File: src/rtl/pdp1_ram_arbiter.sv
// pdp1_ram_arbiter: CPU/loader arbiter for the single-port main RAM (optional fairness: PDP1_RAM_ARB_FAIRNESS_EN)
module pdp1_ram_arbiter #(
  parameter int unsigned MAX_CPU_STREAK = 4
) (
  input  logic        clock,
  input  logic        reset_n,
  input  logic        cpu_req,
  input  logic [11:0] cpu_addr,
  input  logic [17:0] cpu_wdata,
  input  logic        cpu_we,
  output logic        cpu_ack,
  output logic [17:0] cpu_rdata,
  input  logic        ldr_req,
  input  logic [11:0] ldr_addr,
  input  logic [17:0] ldr_wdata,
  input  logic        ldr_we,
  output logic        ldr_ack,
  output logic [17:0] ldr_rdata,
  output logic [11:0] ram_address,
  output logic [17:0] ram_data,
  output logic        ram_wren,
  input  logic [17:0] ram_q,
  output logic        busy,
  output logic        owner
);
  typedef enum logic [1:0] {IDLE, ISSUE, WAIT, ACK} state_t;
  state_t state;
  logic grant_ldr;
  if (MAX_CPU_STREAK < 1 || MAX_CPU_STREAK > 15) begin : g_bad_streak
    $error("MAX_CPU_STREAK must be in 1..15");
  end
`ifdef PDP1_RAM_ARB_FAIRNESS_EN
  localparam logic [3:0] STREAK_MAX = 4'(MAX_CPU_STREAK);
  logic [3:0] streak;
  assign grant_ldr = ldr_req && (!cpu_req || streak == STREAK_MAX);
  // count consecutive CPU wins while the loader waits; any loader win or idle loader clears it
  always_ff @(posedge clock or negedge reset_n)
    if (!reset_n) streak <= '0;
    else if (state == IDLE) streak <= (!ldr_req || grant_ldr) ? 4'd0 : streak + 4'd1;
`else
  assign grant_ldr = ldr_req && !cpu_req;
`endif
  assign busy = state != IDLE;
  // transaction sequencer: grant and latch RAM controls, issue, capture read data, acknowledge
  always_ff @(posedge clock or negedge reset_n)
    if (!reset_n) begin
      state       <= IDLE;
      owner       <= 1'b0;
      ram_address <= '0;
      ram_data    <= '0;
      ram_wren    <= 1'b0;
      cpu_ack     <= 1'b0;
      ldr_ack     <= 1'b0;
      cpu_rdata   <= '0;
      ldr_rdata   <= '0;
    end else begin
      case (state)
        IDLE: if (cpu_req || ldr_req) begin
          owner       <= grant_ldr;
          ram_address <= grant_ldr ? ldr_addr : cpu_addr;
          ram_data    <= grant_ldr ? ldr_wdata : cpu_wdata;
          ram_wren    <= grant_ldr ? ldr_we : cpu_we;
          state       <= ISSUE;
        end
        ISSUE: begin
          ram_wren <= 1'b0;
          state    <= WAIT;
        end
        WAIT: begin
          if (owner) begin
            ldr_rdata <= ram_q;
            ldr_ack   <= 1'b1;
          end else begin
            cpu_rdata <= ram_q;
            cpu_ack   <= 1'b1;
          end
          state <= ACK;
        end
        default: begin
          cpu_ack <= 1'b0;
          ldr_ack <= 1'b0;
          state   <= IDLE;
        end
      endcase
    end
endmodule

File: config.mk
export PLATFORM = sky130hd
export DESIGN_NAME = pdp1_ram_arbiter
export DESIGN_NICKNAME = d
export VERILOG_FILES = /design/src/rtl/pdp1_ram_arbiter.sv
export SDC_FILE = /design/constraint.sdc
export NUM_CORES = 1
export LEC_CHECK = 0
export BUFFER_PORTS_ARGS = -buffer_cell sky130_fd_sc_hd__buf_2
export CAP_MARGIN = 20
export CORE_UTILIZATION = 45
export DETAILED_ROUTE_END_ITERATION = 12
export PLACE_DENSITY = 0.89
export SYNTH_ARGS = -nofsm -noshare
export SYNTH_HDL_FRONTEND = slang
export SYNTH_SLANG_ARGS = --single-unit
export TNS_END_PERCENT = 5
File: constraint.sdc
create_clock -name clock -period 3 [get_ports clock]
set_clock_uncertainty 0.15 [all_clocks]
set_input_delay 0.15 -clock clock [delete_from_list [all_inputs] [get_ports clock]]
set_output_delay 0.15 -clock clock [all_outputs]
set_load 0.01 [all_outputs]
==> impl_metrics.yaml, run 1 <==
outcome:
  outcome: "finished, final reports clean"
finish:
  layout.area.seq_mm2: 0.00180
  stdcell_count: 558
  final_nets: 566
  nFillCells: 464
  diodes: 0
  multiInputGateArea_mm2: 0.00119
  drive_gt1_share_pct: 37.0
  area_growth_pct: 57.4
routing:
  drtIter0Drc: 82
  vias_per_cell: 4.86
  final_antenna_net_count: 0
  vias: 2711
  routed_wl_um: 8420
  post-route-drc-count: 0
  first_pass_iters: 4
  wl_per_cell_um: 15.1
power:
  p_leak_nw: 2.55
  peakVddDrop_mv: 0.506
  finalPower_w: 0.00433
  power_density_mw_per_mm2: 885
placed_design:
  dp.cells: 462
  place_hpwl_um: 5020
  gp_congestion: 0.759
  io_buffers: 154
die:
  die_w_um: 85.2
  start_util_pct: 47.9
  die_y_um: 85.2
  num_rows: 29
  core_mm2: 0.00649
  ios: 155
  dieArea_mm2: 0.00725
synth:
  synth_edf_count: 0
  synth.most_common_cell: "dfrtp_1"
  syn_inst: 241
  ys_ff_latch: 72
  synth_largest_area_cell: "dfrtp_1"
  syn_area_mm2: 0.00311
  netlist_top_cells_count: "72 x dfrtp_1, 38 x mux2_1, 32 x nand2_1"
  synth_area_leaders: "dfrtp_1 58%, mux2_1 14%, mux2i_1 10%, o21ai_1 4.8%, nand2_1 3.9%"
  avgSynthCellArea_um2: 12.9
  yosysWarnings: 0
  syn-num-nets: 331
  async_flop_share_pct: 100
  synth-main-ff-cell: "dfrtp_1"
  synth_top_area_share_pct: 57.9
  ys_types: 21
  ys_seq_area_share_pct: 57.9
worst_setup_path:
  worstPathArrival_ns: 2.60
  cp-endpoint: "ram_address[3]"
  critical_path_class: "in -> reg"
  cp-end-kind: "flop"
  start_kind: "input pin"
  rr_startpoint: "state[0]"
  startpoint: "cpu_req"
  crit_fanout: 16
  r2r_setup_slack_ns: 1.04
  crit_required_ns: 3.02
  r2r-end: "ram_data[3]"
  r2r_cells: 5
cts:
  root_buffer: "clkbuf_8"
  insertion_delay_ns: 0.33
  cts-buffers-inserted: 9
  clk_pin_slew_ns: 0.07
  cts_buffer_depth: 2
  htree_levels: 3
  tritoncts: "built"
  cts.sinks: 72
flow_run:
  drv_cap: 0
global_routing:
  first_global_vias: 3053
  antenna_found_initial: 0
  grt-ovfl-total: 0
  grt_pass1_wl_um: 13800
  grt_max_degree: 73
  grt_util_all_layers_pct: 24.8
timing:
  period_share_pct: 86.0
  fin_setup_tns_ns: 0
  worstMarginPinSlew_ns: 0.883
  post-route-min-period_ns: 2.58
  hold_viol: 0
  rsz0062_at_grt: "false"
  final-setup-viol-count: 0
  drv_slew: 0
  relSlewSlack_pct: 41.2
  max_freq_ghz: 0.388
hold_path:
  hp-class: "in -> reg"
-- layer usage --
layer  share of wire [%]  track usage [%]
met1                  37             26.5
met2                  56             47.4
met3                 5.0             5.25
met4                 2.1             9.71
met5                   0                0
-- worst max-delay path, cell delays in order --
cell,delay [ns]
dlygate4sd3_1,0.53
buf_2,0.17
nand2b_2,0.49
buf_4,0.34
mux2i_1,0.22
dlygate4sd3_1,0.58
o21ai_1,0.10
-- cell type report --
cell class | count | share of cell area, %
tap | 77 | 1.97
clock buffer | 11 | 2.89
clock inverter | 5 | 1.15
inverter | 3 | 0.230
multi-input combinational | 152 | 24.2
timing repair buffer | 238 | 32.7
sequential | 72 | 36.8
-- cell usage in the layout, fill, tap and decap left out, types with 2 or more instances in the layout --
cell | synthesis | routed
mux2_1 | 38 | 38
inv_1 | 3 | 3
nor2_1 | 3 | 3
buf_4 | 3 | 5
o21ai_1 | 30 | 30
o31ai_1 | 2 | 2
clkinv_2 | 0 | 2
ha_1 | 6 | 6
dfrtp_1 | 72 | 72
nand2_1 | 32 | 32
mux2i_1 | 31 | 31
a21oi_1 | 3 | 3
buf_2 | 1 | 153
clkbuf_8 | 0 | 10
dlygate4sd3_1 | 0 | 80
-- through the flow --
stage | setup slack, ns | util (%) | cell area (um2) | hold WS, ns
3_3_place_gp | 1.20 | 60.0 | 3900 | 0.167
6_report | 0.420 | 75.4 | 4900 | 0.0174
4_1_cts | 0.575 | 75.4 | 4900 | 0.0285
2_1_floorplan | 1.31 | - | 3110 | -0.296
3_5_place_dp | 1.08 | 60.0 | 3900 | 0.179
5_1_grt | 0.339 | 75.4 | 4900 | 0.0408
-- report_power, final --
| group | leakage, nW | internal, W | total [W] | switching (W) |
|---|---|---|---|---|
| Combinational | 1.59 | 0.000863 | 0.00186 | 0.000995 |
| Clock | 0.0993 | 0.000406 | 0.000751 | 0.000346 |
| Sequential | 0.864 | 0.00146 | 0.00173 | 0.000262 |
| Total | 2.55 | 0.00273 | 0.00433 | 0.00160 |
-- sequential cells by signal, summed over array words and instances (netlist names) --
register	flops
ram_data	18
cpu_ack	1
ram_wren	1
owner	1
state	2
cpu_rdata	18
ldr_rdata	18
ram_address	12
ldr_ack	1
-- how the worst min path moves through the flow --
stage | startpoint | endpoint | slack, ns | cells past startpoint
2_1_floorplan | reset_n | cpu_ack | -0.30 | 0
3_3_place_gp | reset_n | ram_data[5] | 0.17 | 1
3_5_place_dp | reset_n | ram_data[0] | 0.18 | 1
4_1_cts | ldr_req | owner | 0.03 | 3
5_1_grt | ldr_req | owner | 0.04 | 3
6_report | ldr_we | ram_wren | 0.02 | 3
-- kinds of logic after synthesis --
logic type | after synthesis | share of synthesized area [%]
AO/OA/AOI/OAI | 37 | 6.23
adder cells (fa/ha/maj) | 6 | 2.41
buffers and inverters | 17 | 4.38
flip-flops | 72 | 57.9
multiplexers | 69 | 23.7
AND/OR/NAND/NOR | 40 | 5.39
-- repair_timing --
item                                    CTS  global route
gates resized for setup                   0             0
hold buffers                             80             0
endpoints found under the hold margin   139             0
endpoints found under the setup margin    0             0
setup buffers                             0             0
Power figures use the tool's default switching activity.
==> run 2, diff against run 1 <==
- REMOVE_ABC_BUFFERS: unset -> 1
==> impl_metrics.yaml, run 2 (synthesized netlist as in run 1, its figures left out) <==
worst_setup_path:
  critical_path_class: "in -> reg"
  crit_path_frequent_cell: "dlygate4sd3_1"
  path_cells: "dlygate4sd3_1, buf_2, nand2b_2, mux2i_1, dlygate4sd3_1, o21ai_1"
  worstPathArrival_ns: 2.60
  cpMaxStageDelayCell: "nand2b_2"
  crit_fanout: 31
  crit_required_ns: 3.04
  start_kind: "input pin"
  cp-end-kind: "flop"
  max_stage_delay_ns: 0.80
timing:
  final-setup-viol-count: 0
  fin_setup_tns_ns: 0
  drv_slew: 0
  period_share_pct: 85.6
  hold_viol: 0
  rsz0062_at_grt: "false"
  post-route-min-period_ns: 2.57
  relSlewSlack_pct: 33.1
  max_freq_ghz: 0.389
  worstMarginPinSlew_ns: 1.00
die:
  core_mm2: 0.00649
  die_y_um: 85.2
  die_w_um: 85.2
  num_rows: 29
  dieArea_mm2: 0.00725
  ios: 155
  start_util_pct: 47.9
global_routing:
  grt_pass1_wl_um: 14300
  grt_util_all_layers_pct: 26.2
  first_global_vias: 2971
  antenna_found_initial: 0
  grt-ovfl-total: 0
  grt_max_degree: 68
cts:
  root_buffer: "clkbuf_8"
  cts_buffer_depth: 2
  htree_levels: 3
  clk_pin_slew_ns: 0.08
  cts.sinks: 72
  cts-buffers-inserted: 9
  insertion_delay_ns: 0.33
  tritoncts: "built"
routing:
  post-route-drc-count: 0
  vias_per_cell: 5.00
  vias: 2786
  first_pass_iters: 4
  wl_per_cell_um: 16.0
  drtIter0Drc: 81
  routed_wl_um: 8930
  final_antenna_net_count: 0
power:
  seq_power_share_pct: 39.8
  p_leak_nw: 2.55
  swShare_pct: 37.5
  peakVddDrop_mv: 0.411
  power_frac_clock_pct: 17.5
  power_density_mw_per_mm2: 893
  p_int_w: 0.00274
  p_comb_share_pct: 42.7
  power.switching_w: 0.00164
flow_run:
  drv_cap: 0
finish:
  final_nets: 565
  diodes: 0
  drive_gt1_share_pct: 37.1
  nFillCells: 418
  area_growth_pct: 57.7
  layout.area.seq_mm2: 0.00180
  final_area_mm2: 0.00491
  final_common_cell: "buf_2"
  multiInputGateArea_mm2: 0.00119
  reg_top3: "cpu_rdata: 18 flops, ldr_rdata: 18 flops, ram_data: 18 flops"
  layout_common_cells: "154 x buf_2, 80 x dlygate4sd3_1, 72 x dfrtp_1"
placed_design:
  place_hpwl_um: 4960
  io_buffers: 154
  placed_area_mm2: 0.00390
  gp_congestion: 0.832
outcome:
  outcome: "finished, final reports clean"
hold_path:
  hp-class: "in -> async"
==> run 2: cell count changes in the layout (fill, tap and decap cells not counted), sizes merged <==
cell,previous run,this run
buf,158,157
clkinv,3,2
clkbuf,11,10
clkinvlp,1,2
inv,3,4
==> run 2: repair_timing <==
item                       CTS  global route
setup endpoints to repair    0             0
buffers inserted             0             0
gates resized for setup      0             0
hold endpoints to repair   139             0
hold buffers                80             0
==> run 2: routing by layer <==
| layer | up-vias | routed length, um | GRT usage (%) |
|---|---|---|---|
| met5 | - | 0 | 0 |
| met2 | 144 | 4740 | 49.7 |
| li1 | 1298 | - | - |
| met3 | 23 | 601 | 5.84 |
| met4 | 0 | 227 | 12.2 |
| met1 | 1321 | 3360 | 27.2 |
==> run 2: area by class of cell <==
cell class	count	share of cell area [%]
sequential	72	36.7
inverter	3	0.229
clock inverter	6	1.38
multi-input combinational	152	24.2
tap	77	1.96
clock buffer	10	2.80
timing repair buffer	237	32.7
==> run 2: worst paths after layout <==
check / from / to / slack, ns / cells past startpoint
min in group clock: ldr_we / ram_wren / 0.02 / 3
max in group asynchronous: reset_n / ram_data[14] / 2.11 / 3
setup reg to reg: state[0] / ram_address[10] / 1.03 / 6
setup / recovery: cpu_req / ram_address[7] / 0.43 / 6
hold reg to reg: cpu_rdata[8] / cpu_rdata[8] / 0.34 / 1
hold / removal: reset_n / ldr_rdata[3] / 0.02 / 2
==> run 2: power groups by stage <==
stage / clock [W] / sequential (W) / combinational (W)
after floorplan: 0 / 0.00195 / 0.000744
after global placement: 0 / 0.00170 / 0.00167
after detailed placement: 0 / 0.00173 / 0.00175
after CTS: 0.000787 / 0.00172 / 0.00183
after global routing: 0.000835 / 0.00180 / 0.00206
final: 0.000767 / 0.00174 / 0.00187
==> run 2: per-stage QoR <==
step | utilization (%) | hold slack, ns | setup WS [ns] | total power, W | instances
CTS | 75.6 | 0.0106 | 0.483 | 0.00434 | 557
detailed placement | 60.1 | -0.157 | 1.10 | 0.00348 | 461
global placement | 60.1 | -0.162 | 1.19 | 0.00338 | 461
global route | 75.6 | 0.0163 | 0.298 | 0.00469 | 557
finish | 75.6 | 0.0174 | 0.432 | 0.00438 | 557
floorplan | - | -0.296 | 0.772 | 0.00269 | 227
==> run 2: worst max-delay path, delay by kind of cell <==
| kind | cells | cell delay [ns] |
|---|---|---|
| multiplexers | 1 | 0.29 |
| AO/OA/AOI/OAI | 1 | 0.06 |
| buffers and inverters | 3 | 1.28 |
| AND/OR/NAND/NOR | 1 | 0.80 |
==> run 3, diff against run 2 <==
- CELL_PAD_IN_SITES_DETAIL_PLACEMENT: unset -> 0
- CELL_PAD_IN_SITES_GLOBAL_PLACEMENT: unset -> 2
- CORE_ASPECT_RATIO: unset -> 1.4
- CORE_UTILIZATION: 45 -> 30
- PLACE_DENSITY: 0.89 -> 0.95
==> impl_metrics.yaml, run 3 (synthesized netlist as in run 1, its figures left out) <==
outcome:
  outcome: "finished, final reports clean"
timing:
  rsz0062_at_grt: "false"
  worst_slack_ns: 0.722
  period_share_pct: 75.9
  fin_setup_tns_ns: 0
  hold_viol: 0
  post-route-min-period_ns: 2.28
  max_freq_ghz: 0.439
  final-setup-viol-count: 0
  worstMarginPinSlew_ns: 0.878
  hold-worst-slack_ns: 0.0188
  drv_slew: 0
  relSlewSlack_pct: 41.4
worst_setup_path:
  cp-end-kind: "flop"
  worstPathArrival_ns: 2.32
  crit_fanout: 31
  start_kind: "input pin"
  critical_path_class: "in -> reg"
  crit_required_ns: 3.05
routing:
  first_pass_iters: 4
  final_antenna_net_count: 0
  drtIter0Drc: 58
  post-route-drc-count: 0
  vias_per_cell: 4.38
  wl_per_cell_um: 12.7
  vias: 2686
  routed_wl_um: 7810
placed_design:
  placed_area_mm2: 0.00397
  place_hpwl_um: 5140
  gp_congestion: 0.736
  io_buffers: 154
  dp_slack_ns: 1.09
global_routing:
  grt_util_all_layers_pct: 15.3
  first_global_vias: 2730
  grt_max_degree: 73
  grt-ovfl-total: 0
  antenna_found_initial: 1
  grt_pass1_wl_um: 12400
finish:
  reg_top3: "cpu_rdata: 18 flops, ldr_rdata: 18 flops, ram_data: 18 flops"
  diodes: 0
  layout_common_cells: "153 x buf_2, 80 x dlygate4sd3_1, 72 x dfrtp_1"
  area_growth_pct: 61.9
  final_nets: 565
  drive_gt1_share_pct: 36.4
  final_area_mm2: 0.00504
  final_common_cell: "buf_2"
cts:
  clk_pin_slew_ns: 0.05
  insertion_delay_ns: 0.32
  cts-buffers-inserted: 9
  tritoncts: "built"
  htree_levels: 3
  cts.sinks: 72
  root_buffer: "clkbuf_16"
  cts_buffer_depth: 2
power:
  power_density_mw_per_mm2: 894
  p_leak_nw: 2.58
  peakVddDrop_mv: 0.294
die:
  die_w_um: 88.1
  dieArea_mm2: 0.0108
  ios: 155
  start_util_pct: 31.1
  die_y_um: 123
  num_rows: 43
  core_mm2: 0.0100
flow_run:
  drv_cap: 0
hold_path:
  hp-class: "in -> reg"
## run 3: layout make-up
type	count	area, um2
sequential	72	1800
timing repair buffer	237	1600
tap	135	169
multi-input combinational	152	1190
clock buffer	14	274
inverter	3	11.3
fill	923	4970
## run 3: per-layer routing
| layer | part of all wire [%] | routed length (um) | vias to the layer above | track usage [%] |
|---|---|---|---|---|
| li1 | - | - | 1301 | - |
| met1 | 41 | 3180 | 1248 | 16.9 |
| met2 | 50 | 3880 | 119 | 26.6 |
| met3 | 6.6 | 513 | 16 | 3.50 |
| met4 | 2.8 | 221 | 2 | 9.07 |
| met5 | 0.17 | 13 | - | 0 |
## run 3: repair_timing
| action | in CTS | in global routing |
|---|---|---|
| hold buffers | 80 | 0 |
| buffers inserted | 0 | 0 |
| endpoints found under the hold margin | 139 | 0 |
| gates resized for setup | 0 | 0 |
## run 3: final timing paths
path | from | to | depth (start not counted) | slack, ns
max reg2reg | state[0] | state[1] | 4 | 1.10
min | ldr_we | ram_wren | 3 | 0.02
max in group asynchronous | reset_n | cpu_rdata[14] | 2 | 1.78
max | cpu_req | ram_address[7] | 7 | 0.72
min reg2reg | cpu_rdata[3] | cpu_rdata[3] | 1 | 0.32
min in group asynchronous | reset_n | ldr_rdata[6] | 2 | 0.37
## run 3: where the power goes
group / leakage, nW / switching (W) / internal [W] / total, W
Clock: 0.135 / 0.000351 / 0.000618 / 0.000968
Combinational: 1.58 / 0.000954 / 0.000862 / 0.00182
Sequential: 0.864 / 0.000252 / 0.00147 / 0.00172
## run 3: worst max-delay path: stages
cell and delay (ns):
dlygate4sd3_1 0.52, buf_2 0.16, nand2b_2 0.13, buf_4 0.42, mux2i_1 0.27, dlygate4sd3_1 0.58, o21ai_1 0.06
## run 3: stage by stage
step           power (W)  util, %  std cells
2_1_floorplan    0.00269        -        227
3_3_place_gp     0.00342     39.6        519
3_5_place_dp     0.00348     39.6        519
4_1_cts          0.00456     50.4        613
5_1_grt          0.00486     50.4        613
6_report         0.00450     50.4        613
